[src/rtl/cfg_arb_pkg.sv]
// rtl/cfg_arb_pkg.sv - shared types and default sizes for the config-space access arbiter
// Contents: arb_state_t (access sequencer states), default widths/timeout,
//           cfg_req_t (one latched access at default widths).
package cfg_arb_pkg;

  localparam int unsigned DEF_ADDR_W  = 8;
  localparam int unsigned DEF_DATA_W  = 32;
  localparam int unsigned DEF_TIMEOUT = 16;

  typedef enum logic [1:0] {
    IDLE    = 2'd0,
    ISSUE   = 2'd1,
    WAIT_RD = 2'd2,
    RESP    = 2'd3
  } arb_state_t;

  typedef struct packed {
    logic                  write;
    logic [DEF_ADDR_W-1:0] addr;
    logic [DEF_DATA_W-1:0] wdata;
  } cfg_req_t;

endpackage

[src/rtl/cfg_access_arbiter_rr_arb2.sv]
// rtl/cfg_access_arbiter_rr_arb2.sv - two-way round-robin winner select (combinational)
// Ports: valid[1:0] request lines, last_grant id of the previous grant,
//        winner id of the selected requester, any high when some request is valid.
module rr_arb2 (
  input  logic [1:0] valid,
  input  logic       last_grant,
  output logic       winner,
  output logic       any
);

  always_comb begin
    any = |valid;
    // On a tie the requester that did not win last time goes next.
    if (valid == 2'b11) winner = ~last_grant;
    else                winner = valid[1];
  end

endmodule

[src/rtl/cfg_access_arbiter.sv]
// rtl/cfg_access_arbiter.sv - shares the config-space access port between two requesters
// Ports: sb_clk/rst (async active-low) clock and reset;
//        reqN_valid/write/addr/wdata in, reqN_ready/done/rdata/err out (N = 0,1);
//        cs_read/cs_write strobes, cs_address/cs_wdata latched access, cs_rdata/cs_rvalid read return;
//        busy high whenever an access is in progress.
module cfg_access_arbiter
  import cfg_arb_pkg::*;
#(
  parameter int ADDR_W  = DEF_ADDR_W,
  parameter int DATA_W  = DEF_DATA_W,
  parameter int TIMEOUT = DEF_TIMEOUT,
  parameter int CNT_W   = 5
) (
  input  logic              sb_clk,
  input  logic              rst,
  input  logic              req0_valid,
  input  logic              req0_write,
  input  logic [ADDR_W-1:0] req0_addr,
  input  logic [DATA_W-1:0] req0_wdata,
  output logic              req0_ready,
  output logic              req0_done,
  output logic [DATA_W-1:0] req0_rdata,
  output logic              req0_err,
  input  logic              req1_valid,
  input  logic              req1_write,
  input  logic [ADDR_W-1:0] req1_addr,
  input  logic [DATA_W-1:0] req1_wdata,
  output logic              req1_ready,
  output logic              req1_done,
  output logic [DATA_W-1:0] req1_rdata,
  output logic              req1_err,
  output logic              cs_read,
  output logic              cs_write,
  output logic [ADDR_W-1:0] cs_address,
  output logic [DATA_W-1:0] cs_wdata,
  input  logic [DATA_W-1:0] cs_rdata,
  input  logic              cs_rvalid,
  output logic              busy
);

  arb_state_t        state, next_state;
  logic              winner, any;
  logic              last_grant;
  logic              gid;
  logic              wr_lat;
  logic [CNT_W-1:0]  cnt;
  logic              timeout_hit;
  logic              resp_load;
  logic [DATA_W-1:0] resp_data;
  logic              resp_err;

  rr_arb2 u_arb (
    .valid      ({req1_valid, req0_valid}),
    .last_grant (last_grant),
    .winner     (winner),
    .any        (any)
  );

  // Last waiting cycle: the counter has seen TIMEOUT-1 silent cycles already.
  assign timeout_hit = (cnt == CNT_W'(TIMEOUT - 1));

  always_ff @(posedge sb_clk or negedge rst) begin
    if (!rst) state <= IDLE;
    else      state <= next_state;
  end

  always_comb begin
    next_state = state;
    case (state)
      IDLE:    if (any) next_state = ISSUE;
      ISSUE:   next_state = wr_lat ? RESP : WAIT_RD;
      WAIT_RD: if (cs_rvalid || timeout_hit) next_state = RESP;
      RESP:    next_state = IDLE;
      default: next_state = IDLE;
    endcase
  end

  always_comb begin
    req0_ready = (state == IDLE) && any && !winner;
    req1_ready = (state == IDLE) && any &&  winner;
    cs_read    = (state == ISSUE) && !wr_lat;
    cs_write   = (state == ISSUE) &&  wr_lat;
    req0_done  = (state == RESP) && !gid;
    req1_done  = (state == RESP) &&  gid;
    busy       = (state != IDLE);
  end

  // Result registered on entry to RESP so it is valid alongside done and then
  // held per requester. rvalid wins over the timeout in the same cycle.
  always_comb begin
    resp_load = ((state == ISSUE) && wr_lat) ||
                ((state == WAIT_RD) && (cs_rvalid || timeout_hit));
    resp_data = ((state == WAIT_RD) && cs_rvalid) ? cs_rdata : '0;
    resp_err  = (state == WAIT_RD) && !cs_rvalid;
  end

  always_ff @(posedge sb_clk or negedge rst) begin
    if (!rst) begin
      last_grant <= 1'b1;
      gid        <= 1'b0;
      wr_lat     <= 1'b0;
      cs_address <= '0;
      cs_wdata   <= '0;
      cnt        <= '0;
      req0_rdata <= '0;
      req0_err   <= 1'b0;
      req1_rdata <= '0;
      req1_err   <= 1'b0;
    end else begin
      if (state == IDLE && any) begin
        gid        <= winner;
        wr_lat     <= winner ? req1_write : req0_write;
        cs_address <= winner ? req1_addr  : req0_addr;
        cs_wdata   <= winner ? req1_wdata : req0_wdata;
      end
      if (state == ISSUE)   cnt <= '0;
      if (state == WAIT_RD) cnt <= cnt + CNT_W'(1);
      if (state == RESP)    last_grant <= gid;
      if (resp_load) begin
        if (gid) begin
          req1_rdata <= resp_data;
          req1_err   <= resp_err;
        end else begin
          req0_rdata <= resp_data;
          req0_err   <= resp_err;
        end
      end
    end
  end

endmodule

[config.mk]
export PLATFORM = sky130hd
export DESIGN_NAME = cfg_access_arbiter
export DESIGN_NICKNAME = d
export VERILOG_FILES = /design/src/rtl/cfg_arb_pkg.sv /design/src/rtl/cfg_access_arbiter_rr_arb2.sv /design/src/rtl/cfg_access_arbiter.sv
export SDC_FILE = /design/constraint.sdc
export NUM_CORES = 1
export LEC_CHECK = 0
export BUFFER_PORTS_ARGS = -buffer_cell sky130_fd_sc_hd__buf_2
export CAP_MARGIN = 20
export CORE_ASPECT_RATIO = 1.2
export CORE_MARGIN = 4
export CORE_UTILIZATION = 29
export CTS_CLUSTER_SIZE = 40
export DETAILED_ROUTE_END_ITERATION = 10
export GPL_TIMING_DRIVEN = 0
export PLACE_DENSITY_LB_ADDON = 0.08
export SLEW_MARGIN = 5
export SYNTH_ARGS = -nofsm -noshare
export SYNTH_HDL_FRONTEND = slang
export SYNTH_SLANG_ARGS = --single-unit
[constraint.sdc]
create_clock -name sb_clk -period 5.3 [get_ports sb_clk]
set_clock_uncertainty 0.15 [all_clocks]
set_input_delay 0 -clock sb_clk [delete_from_list [all_inputs] [get_ports sb_clk]]
set_output_delay 0 -clock sb_clk [all_outputs]
set_load 0.03 [all_outputs]
=== After elaboration in Yosys (flattened, before gate mapping) ===
Index checks and enable logic that the tools add are counted.

* Register bits after elaboration: 116
* Bits of input ports: 119
* Output and inout bits: 113

* Add/sub/neg operators: 1
* Eq/ne operators: 7
* Muxes and demuxes: 11
* Bitwise gates (word level): 2
* Reduce and logical (&&, ||, !) cells: 23

{| class="wikitable"
|+ Operators with widths
! kind !! count
|-
| $mux 32 || 2
|-
| $logic_and 1x1->1 || 10
|-
| $mux 5 || 2
|-
| $mux 8 || 1
|-
| $pmux 2 s4 || 1
|-
| $eq 2x2->1 const B || 3
|-
| $reduce_and 2->1 || 3
|-
| $add 5x1->5 const B || 1
|-
| $eq 5x4->1 const B || 1
|-
| $logic_not 1->1 || 4
|-
| $mux 2 || 2
|-
| $reduce_bool 2->1 || 2
|-
| $mux 1 || 3
|-
| $eq 2x1->1 const B || 1
|-
| $logic_not 2->1 || 1
|-
| $logic_or 1x1->1 || 2
|-
| $ne 2x1->1 const B || 1
|-
| $ne 2x2->1 const B || 1
|-
| $not 1->1 || 2
|-
| $reduce_or 2->1 || 1
|}

=== Depth between registers and ports, before layout ===
* Depth after elaboration: 5
* Gate-level depth with buffers: 7

=== Hierarchy ===
From an unflattened synthesis, not the netlist that was laid out.

* Cells, all modules: 397
* Area total of the unflattened synthesis: 4872.2 µm²

{| class="wikitable"
|+ By module, submodules not included
! module !! times used !! cells each !! area each (µm²) !! seq. area each (µm²)
|-
| cfg_access_arbiter || 1 || 395 || 4858.4 || 2904.0
|-
| rr_arb2 || 1 || 2 || 13.8 || 0.0
|}

=== Worst setup path after synthesis ===
Ideal clock, no wire load.

* Kind: reg2reg
* Start: register cnt[0]
* End: register req0_rdata[10]
* Library setup time: 0.066 ns
* Arrival time: 1.623 ns
* Path slack: 3.461 ns
* Cell stages (with the launch flop): 8
* Clock period less this slack: 1.839 ns
* Path through: dfrtp_1 -> ha_1 -> and3_1 -> ha_1 -> o21a_1 -> o21ai_2 -> buf_4 -> a22o_1

* Longest elaborated chain between the ends: 5

{| class="wikitable"
|+ RTL lines
! what !! line !! source
|-
| from (decl) || cfg_access_arbiter.sv:46 || <nowiki>logic [CNT_W-1:0] cnt;</nowiki>
|-
| from (signal assigned) || cfg_access_arbiter.sv:117 || <nowiki>if (state == WAIT_RD) cnt <= cnt + CNT_W'(1);</nowiki>
|-
| $eq 5x4->1 || cfg_access_arbiter.sv:60 || <nowiki>assign timeout_hit = (cnt == CNT_W'(TIMEOUT - 1));</nowiki>
|-
| $logic_or 1x1->1 || cfg_access_arbiter.sv:92 || <nowiki>((state == WAIT_RD) && (cs_rvalid || timeout_hit));</nowiki>
|-
| $logic_and 1x1->1 || cfg_access_arbiter.sv:92 ||
|-
| $logic_or 1x1->1 || cfg_access_arbiter.sv:91 || <nowiki>resp_load = ((state == ISSUE) && wr_lat) ||</nowiki>
|-
| $reduce_and 2->1 (no source line) || -- ||
|-
| to (signal assigned) || cfg_access_arbiter.sv:124 || <nowiki>req0_rdata <= resp_data;</nowiki>
|-
| to (decl) || cfg_access_arbiter.sv:22 || <nowiki>output logic [DATA_W-1:0] req0_rdata,</nowiki>
|}

Every way passes these cells.
A chain may end at the register's enable or synchronous reset.

=== Final worst setup path ===
* Start: register state[0]
* End: register cs_wdata[13]

* Longest elaborated chain between the ends: 2

{| class="wikitable"
|+ RTL lines
! what !! line !! source
|-
| from (decl) || cfg_access_arbiter.sv:41 || <nowiki>arb_state_t state, next_state;</nowiki>
|-
| from (signal assigned) || cfg_access_arbiter.sv:64 || <nowiki>else state <= next_state;</nowiki>
|-
| $logic_not 2->1 || cfg_access_arbiter.sv:110 || <nowiki>if (state == IDLE && any) begin</nowiki>
|-
| $logic_and 1x1->1 || cfg_access_arbiter.sv:110 ||
|-
| to (signal assigned) || cfg_access_arbiter.sv:114 || <nowiki>cs_wdata <= winner ? req1_wdata : req0_wdata;</nowiki>
|-
| to (decl) || cfg_access_arbiter.sv:35 || <nowiki>output logic [DATA_W-1:0] cs_wdata,</nowiki>
|}

Every way passes these cells.

==> results.md <==
- The tightest min-delay check is of the input port to async pin type.
- The number of different library cells in the post-synthesis netlist is 35.
- The number of levels the H-tree was split into is 4.
- The end of the worst register-to-register path is cs_wdata[13].
- The type of element launching the critical path is a flip-flop.
- The setup check on the worst reg-to-reg path leaves a slack of 2790 ps.
- The total power of the final layout is 5.19 mW.
- Routability-driven placement finished with a final weighted congestion of 0.803.
- Of the post-synthesis cell area, the dominant cell type holds 59.9%.
- The final layout contains 852 nets.
- Sorting the synthesized cells by area gives the leading types as dfrtp_1 (60%), a22o_1 (12%), a221o_1 (8.7%), and3_1 (5.6%), ha_1 (1.8%).
- For the worst setup path, the data arrival time is 2660 ps.
- Setup violations remaining at the end of the flow were counted as 0.
- The tightest hold path in the finished design has a slack of -15.6 ps.
- Yosys mapped a number of flops with a built-in enable equal to 0.
- The via-per-instance ratio is 4.87.
- The post-route minimum period is 2510 ps.
- The post-detailed-route wirelength per cell is 16.9 um.
- The starting utilization of the core area is 29.5%.
- The clock net in this run drives a total of 116 sinks.
- The buffering stage count on the worst path with inverters included is 3.
- The count of cell instances traversed by the critical path is 7.
- After routing the design area is 8040 um^2.
- The required time at the worst-slack endpoint is 5450 ps.
- The number of input and output port buffers inserted is 231.
- The final hold violation count is 12.
- In the global route stage, overall resource usage came out at 17.1%.
- The area added between synthesis and finish is 67.2%.
- The number of global-route vias before repair is 4,972.
- The area enclosed by the die boundary is 18,700 um^2.
- Setup repair after global routing left no endpoint under its margin.
- The post-synthesis area per instance is 13.4 um^2.
- After global routing the overflow that remains totals 0.
- Across the VDD grid, the largest voltage drop is 259 uV.
- The clock tree from TritonCTS is yes.
- The launch point of the critical path is state[0].
- The detail route stage leaves a number of antenna-violating nets equal to 0.
- The critical path class is flip-flop to flip-flop.
- For this run, the register share of the synthesized area comes to 60.4%.
- The largest stage delay on the critical path is 570 ps.
- The final layout contains routed wiring with a total length of 16.1 mm.
- Summed over all cells, the static leakage comes to 4.30 nW.
- The share of cells above drive strength 1 is 40.9%.
- The aggregate negative setup slack is 0 ps.
- Across the run, the number of max-cap violations was 0.
- CTS placed an instance of clkbuf_16 at the clock tree root.
- The HPWL after detailed placement is 11.0 mm.
- Clock latency on the worst-skew pair, taken at its later pin, is 420 ps.
- After detailed routing, the number of remaining DRC violations is 0.
- The flow ran to the end, but the final reports show violations.
- In this run the deepest clock path goes through 2 buffers.
- The number of antenna violations at the first check in global routing is 0.
- The first detailed-routing pass ran for 4 iterations.
- The startpoint identified for the worst register-to-register timing path is state[0].
- The final reports fail on negative hold slack.
- The overall via count from detail_route is 4,635.
- Entering global routing, the biggest net connects 63 pins.
- The cell class contributing the biggest share of worst-path delay is buffers and inverters.
- The most used flip-flop cell after synthesis is dfrtp_1.
- The slowest stage of the critical path is the dlygate4sd3_1 cell.
- The final critical-path share of the clock period is 47.3%.
- The number of pins exceeding their max-slew limit in the final report is 0.
- The share of async-settable or async-resettable flops after synthesis is 100%.
- The CTS buffer count is 17.
- At the pin with the least slew margin, the transition time is 611 ps.
- The post-cts repair resize count is 0.
- The power per cell area is 646 nW/um^2.
- The area of the mapped netlist is 4810 um^2.
- Based on the critical path, the design can be clocked at up to 0.399 GHz.
- Measured along the x axis, the die boundary spans 126 um.
- The die is 149 um tall.
- The relative slew slack is 59.3%.
- The violation count after the first detailed-route iteration is 158.
- Counting every instance in the synthesized netlist gives 359.
- The synthesized design contains 116 register bits.
- During I/O placement, the number of pins put on the boundary was 232.
- The worst setup path is captured at a flip-flop.
- The number of setup buffers added after CTS is 0.
- The largest fanout on the critical path is 10.
- The number of hold buffers added after CTS was 116.
- The worst register-to-register path has a depth of 7.
- The row count is 51.
- Measured on the finished design, the core utilization comes to 49.4%.
- The post-CTS clock slew at the launch and capture registers of the worst setup and hold paths is 60 ps.
- The cell taking the most area after synthesis is dfrtp_1.
- The first global-routing pass estimated 25.4 mm of wire.
- The worst setup path endpoint is cs_wdata[13].
- Traced cell by cell, the critical path runs through inv_1 -> ha_1 -> and2_1 -> clkbuf_2 -> and3_1 -> a221o_1 -> dlygate4sd3_1.
- The number of fillers in the final layout is 1,507.
- When the netlist entered floorplanning its net count stood at 485.
- Once placement finished, the instance area stood at 6260 um^2.
- Yosys printed 0 warnings.
- The floorplan step defined a core boundary enclosing 16,300 um^2.
[how the worst min path moves through the flow]
stage                   startpoint             to  slack [ps]  depth (start not counted)
finish                         rst  req1_rdata[8]         -20                          2
floorplan                      rst         cnt[0]        -450                          0
CTS                     req1_valid       state[0]           2                          4
global placement    req1_wdata[20]   cs_wdata[20]          80                          2
global route             cs_rvalid  req0_rdata[0]          20                          4
detailed placement             rst  req0_rdata[8]        -120                          1
[cells by family after synthesis]
family / share of synthesized area, %
flip-flops: 60.4
buffers and inverters: 5.49
AND/OR/NAND/NOR: 8.69
AO/OA/AOI/OAI: 22.9
adder cells (fa/ha/maj): 1.82
multiplexers: 0.651
[synth_stat cells, types with 2 or more instances]
| master | instances |
|---|---|
| nand3_1 | 6 |
| o21ai_2 | 2 |
| nand2_1 | 2 |
| clkbuf_1 | 5 |
| a221o_1 | 42 |
| nor2b_1 | 2 |
| dfrtp_1 | 115 |
| a22o_1 | 65 |
| buf_4 | 11 |
| and2_1 | 3 |
| ha_1 | 7 |
| a22oi_1 | 2 |
| nor3_1 | 2 |
| nand3b_1 | 2 |
| nor2_1 | 3 |
| a21o_1 | 2 |
| o21ai_0 | 3 |
| mux2i_1 | 2 |
| inv_1 | 8 |
| and3_1 | 43 |
| clkbuf_2 | 2 |
| buf_6 | 7 |
| buf_2 | 8 |
| a21oi_1 | 4 |
[per-stage QoR]
step	worst slack (ps)	instances
global placement	2600	802
global route	2640	951
CTS	2800	951
floorplan	3460	359
detailed placement	3140	803
finish	2790	952
[flip-flops by register name, summed over array words and instances, names as in the netlist]
register,count
cs_wdata,32
req0_rdata,32
req1_rdata,32
cs_address,8
cnt,5
state,2
gid,1
last_grant,1
req0_err,1
req1_err,1
wr_lat,1
[power by group]
part	internal [mW]	switching, mW
Sequential	1.27	0.226
Clock	0.760	0.416
Combinational	1.06	1.46
Total	3.09	2.10
[layer usage]
metal | vias up | global-route usage (%) | part of all wire (%) | wire length (um)
met3 | 23 | 5.84 | 7.8 | 1260
li1 | 2142 | - | - | -
met4 | 0 | 6.13 | 1.6 | 260
met2 | 201 | 28.7 | 49 | 7890
met1 | 2269 | 20.6 | 42 | 6680
met5 | - | 0 | 0 | 0
[final cells by class]
| cell class | instances | area [um^2] | share of cell area, % |
|---|---|---|---|
| multi-input cells | 201 | 1640 | 20.4 |
| clock inverters | 13 | 158 | 1.96 |
| clock buffers | 19 | 453 | 5.64 |
| inverters | 9 | 33.8 | 0.420 |
| well taps | 212 | 265 | 3.30 |
| repair buffers | 348 | 2350 | 29.3 |
| flip-flops and latches | 116 | 2900 | 36.1 |
| plain buffers | 33 | 230 | 2.86 |
| diodes | 1 | 2.50 | 0.0311 |
[cell usage in the layout, fill, tap and decap left out, types with 8 or more instances in the layout]
master,Yosys,layout
buf_2,8,238
dlygate4sd3_1,0,116
dfrtp_1,115,115
a22o_1,65,65
and3_1,43,43
a221o_1,42,42
clkbuf_16,0,17
buf_4,11,11
inv_1,8,8
buf_6,7,8
Note: power is estimated with default switching activity, not from simulation.
